`src/rtl/bitonic_sorter.sv`:
```
// Bitonic sorting network over NUM_WAY unsigned keys, ascending by way index.
// Define BITONIC_SORTER_PIPELINE_EN to register every compare-exchange stage; otherwise one output register.
module bitonic_sorter #(
    parameter int unsigned SINGLE_WAY_WIDTH_IN_BITS = 4,
    parameter int unsigned NUM_WAY                  = 16
) (
    input  logic                                         clk_in,
    input  logic                                         reset_in,
    input  logic [SINGLE_WAY_WIDTH_IN_BITS*NUM_WAY-1:0] pre_sort_flatted_in,
    output logic [SINGLE_WAY_WIDTH_IN_BITS*NUM_WAY-1:0] post_sort_flatted_out
);

    localparam int unsigned W          = SINGLE_WAY_WIDTH_IN_BITS;
    localparam int unsigned LOG_N      = $clog2(NUM_WAY);
    localparam int unsigned NUM_STAGES = LOG_N * (LOG_N + 1) / 2;

    // Packed layout puts way i at bits [i*W +: W], matching the flat ports.
    typedef logic [NUM_WAY-1:0][W-1:0] vec_t;

    // One compare-exchange stage: merge size 2^p, partner distance 2^(q-1).
    function automatic vec_t cx_stage(input vec_t d, input int unsigned p, input int unsigned q);
        vec_t              r;
        int unsigned       k;
        int unsigned       j;
        logic [LOG_N-1:0]  ii;
        logic [LOG_N-1:0]  mm;
        r = d;
        k = 1 << p;
        j = 1 << (q - 1);
        for (int unsigned i = 0; i < NUM_WAY; i++) begin
            ii = i[LOG_N-1:0];
            mm = ii ^ j[LOG_N-1:0];
            if (mm > ii) begin
                if (((i & k) == 0) ? (d[ii] > d[mm]) : (d[ii] < d[mm])) begin
                    r[ii] = d[mm];
                    r[mm] = d[ii];
                end
            end
        end
        return r;
    endfunction

`ifdef BITONIC_SORTER_PIPELINE_EN

    localparam int unsigned SW = (NUM_STAGES > 1) ? $clog2(NUM_STAGES) : 1;

    vec_t pipe_q [NUM_STAGES];
    vec_t pipe_d [NUM_STAGES];

    always_comb begin
        logic [SW-1:0] s;
        s = '0;
        for (int i = 0; i < NUM_STAGES; i++) begin
            pipe_d[i] = '0;
        end
        for (int unsigned p = 1; p <= LOG_N; p++) begin
            for (int unsigned q = p; q > 0; q--) begin
                if (s == '0) begin
                    pipe_d[s] = cx_stage(vec_t'(pre_sort_flatted_in), p, q);
                end else begin
                    pipe_d[s] = cx_stage(pipe_q[s - 1'b1], p, q);
                end
                s = s + 1'b1;
            end
        end
    end

    always_ff @(posedge clk_in) begin
        if (reset_in) begin
            for (int i = 0; i < NUM_STAGES; i++) begin
                pipe_q[i] <= '0;
            end
        end else begin
            pipe_q <= pipe_d;
        end
    end

    assign post_sort_flatted_out = pipe_q[NUM_STAGES-1];

`else

    vec_t net;
    vec_t out_q;

    always_comb begin
        net = vec_t'(pre_sort_flatted_in);
        for (int unsigned p = 1; p <= LOG_N; p++) begin
            for (int unsigned q = p; q > 0; q--) begin
                net = cx_stage(net, p, q);
            end
        end
    end

    always_ff @(posedge clk_in) begin
        if (reset_in) begin
            out_q <= '0;
        end else begin
            out_q <= net;
        end
    end

    assign post_sort_flatted_out = out_q;

`endif

endmodule

```
`config.mk`:
```
export PLATFORM = sky130hd
export DESIGN_NAME = bitonic_sorter
export DESIGN_NICKNAME = d
export VERILOG_FILES = /design/src/rtl/bitonic_sorter.sv
export SDC_FILE = /design/constraint.sdc
export NUM_CORES = 1
export LEC_CHECK = 0
export BUFFER_PORTS_ARGS = -buffer_cell sky130_fd_sc_hd__buf_2
export CAP_MARGIN = 20
export CORE_MARGIN = 4
export CORE_UTILIZATION = 35
export DETAILED_ROUTE_END_ITERATION = 16
export PLACE_DENSITY_LB_ADDON = 0.12
export SLEW_MARGIN = 5
export SYNTH_ARGS = -nofsm -noshare
export SYNTH_HDL_FRONTEND = slang
export SYNTH_SLANG_ARGS = --single-unit
```
`constraint.sdc`:
```
create_clock -name clk_in -period 22.7 [get_ports clk_in]
set_input_delay 2.27 -clock clk_in [delete_from_list [all_inputs] [get_ports clk_in]]
set_output_delay 2.27 -clock clk_in [all_outputs]
set_load 0.02 [all_outputs]
```
==> results.toml <==
[outcome]
status = "finished clean"

[timing]
finalHoldViolations = 0
setup_violations = 0
max_freq_mhz = 48.98
finalSetupTns_ps = 0
rsz0062_at_grt = "no"
relSlewSlack = 0.2522
drv_slew = 0
finalCritPeriodShare = 0.8995
post-route-min-period_ps = 20420
worst-slew-pin-transition_ps = 1107

[finish]
layout_commonest_cell = "ha_1"
drive_above_1_share = 0.1063
layout_common_cells = "ha_1 (344), inv_1 (324), mux2i_1 (227), buf_2 (129), o21ai_0 (126)"
largest_reg_flops = 64
register_area_um2 = 1281
multi_input_area_um2 = 15180
nFillCells = 5269
syn_to_final_growth_pct = 9.166
diodes = 0
nets = 2851

[flow_run]
cap_violations = 0

[routing]
first_pass_iters = 5
detail_route.wl_per_cell_um = 17.86
finalWirelength_mm = 55.69
drt-initial-drc-count = 1074
drc = 0
avgViaCountPerCell = 5.592
vias = 17430
ant_nets = 0

[logic_synthesis]
synth_area_leaders = "ha_1 (24%), mux2i_1 (13%), dfxtp_1 (7.2%)"
yosysSeqAreaShare = 0.07170
synth_top_area_share = 0.2409
synth_cells = 2341
yosys.area.top_type = "ha_1"
syn-num-nets = 2751
ys.flop_type = "dfxtp_1"
synth.distinct_cells = 87
syn_avg_cell_area_um2 = 7.633
synth-edff-count = 0
synthArstFlopShare = 0
netlist_area_um2 = 17870
yosysWarnings = 0
ys_ff_latch = 64

[global_route]
grt_max_degree = 26
antenna_found_initial = 0
overflow = 0
grt_pass1_vias = 16450
grt_util_all_layers = 0.1958
grt_pass1_wl_mm = 87.29

[clock_network]
clkTransAtPathRegs_ps = 60
cts_htree_levels = 3
cts_setup_buffers = 0
cts_buffers = 9
clock-sinks = 64
clock-root-buffer = "clkbuf_16"
cts_tree = "yes"
hold_buffers = 0
clockBufferDepth = 2
cts_resized = 0

[floorplanning]
start_util = 0.3555
core-area_um2 = 50270
placement_rows = 82
fp.dieW_um = 234.0
dieArea_um2 = 54730
fp.dieH_um = 234.0
num_io_pins = 130

[worst_setup_path]
cp.required_ps = 22950
cpPeakStageDelay_ps = 840
endpoint_kind = "register"
slowest_stage = "a41oi_1"
crit_path_start_kind = "primary input"
worstPathMaxFanout = 18
cp_data_arrival_time_ps = 20670
worstSetupPathType = "primary input to register"

[min_path]
hp-class = "primary input to register"

[place]
port_buffers = 129
gp_congestion = 0.9127
dp_hpwl_mm = 47.98
metrics by stage:
step	worst slack, ps	util	hold WS, ps	area, um2	instances
floorplan	5235	-	2609	17870	2341
global route	364.7	0.3880	2426	19510	3117
global placement	2484	0.3823	2686	19220	3100
detailed placement	2127	0.3823	2685	19220	3100
finish	2282	0.3880	2410	19510	3117
CTS	2415	0.3877	2402	19490	3115
Yosys cell counts, types with 4 or more instances:
master and n:
ha_1 344, inv_1 324, mux2i_1 227, o21ai_0 126, nand2_1 121, a21oi_1 116
nor2_1 115, nand3_1 88, nand2b_1 71, nor2b_1 70, o211ai_1 67, dfxtp_1 64
mux2_2 54, a41o_1 44, clkbuf_1 36, and2_1 32, a22o_1 30, o21a_1 30
a31oi_1 28, nor3_1 25, a21boi_0 20, a41oi_1 20, o22ai_1 20, a32oi_1 19
a21o_1 15, nand4_1 15, or2_2 13, a211oi_1 12, o21ai_1 12, a211o_1 11
buf_1 11, o32ai_1 11, o21bai_1 10, nand3b_1 9, o31ai_1 8, a2bb2oi_1 7
and3_1 7, o221ai_1 7, a22oi_1 6, o2bb2ai_1 6, a311oi_1 5, or3_1 5
a31o_2 4, and4_1 4, o211a_1 4
cell families after synthesis:
family / share of synthesized area
AOI/OAI and AO/OA: 0.2769
adders and majority gates: 0.2409
buffers and inverters: 0.07884
DFF: 0.07170
muxes: 0.1660
and+or+nand+nor: 0.1657
critical path: cells and delay by family:
kind | cells | cell delay, ps
buf+inv | 10 | 1070
compound gates | 36 | 9020
mux | 3 | 1330
simple gates | 25 | 3910
fa+ha+maj | 10 | 3070
metal layers:
| layer | GRT usage | up-vias | wire length, um |
|---|---|---|---|
| met5 | 0 | - | 0 |
| met3 | 0.01895 | 58 | 2209 |
| li1 | - | 8849 | - |
| met1 | 0.2701 | 8137 | 26630 |
| met2 | 0.3292 | 387 | 25540 |
| met4 | 0.04679 | 0 | 1303 |
worst paths after layout:
| check | from | to | slack, ps | cells after the start |
|---|---|---|---|---|
| worst max-delay path | pre_sort_flatted_in[7] | post_sort_flatted_out[46] | 2280 | 84 |
| worst min-delay path | reset_in | post_sort_flatted_out[12] | 2410 | 2 |
final cells by class:
class,count,area share
Clock buffer,10,0.01225
Multi-Input combinational cell,1902,0.7781
Inverter,327,0.06292
Timing Repair Buffer,137,0.03617
Clock inverter,5,0.001732
Sequential cell,64,0.06568
Tap cell,672,0.04310
Power is left out: the tool's default activity adds up to more than one toggle a clock period on the data nets, which glitch-free logic cannot reach.
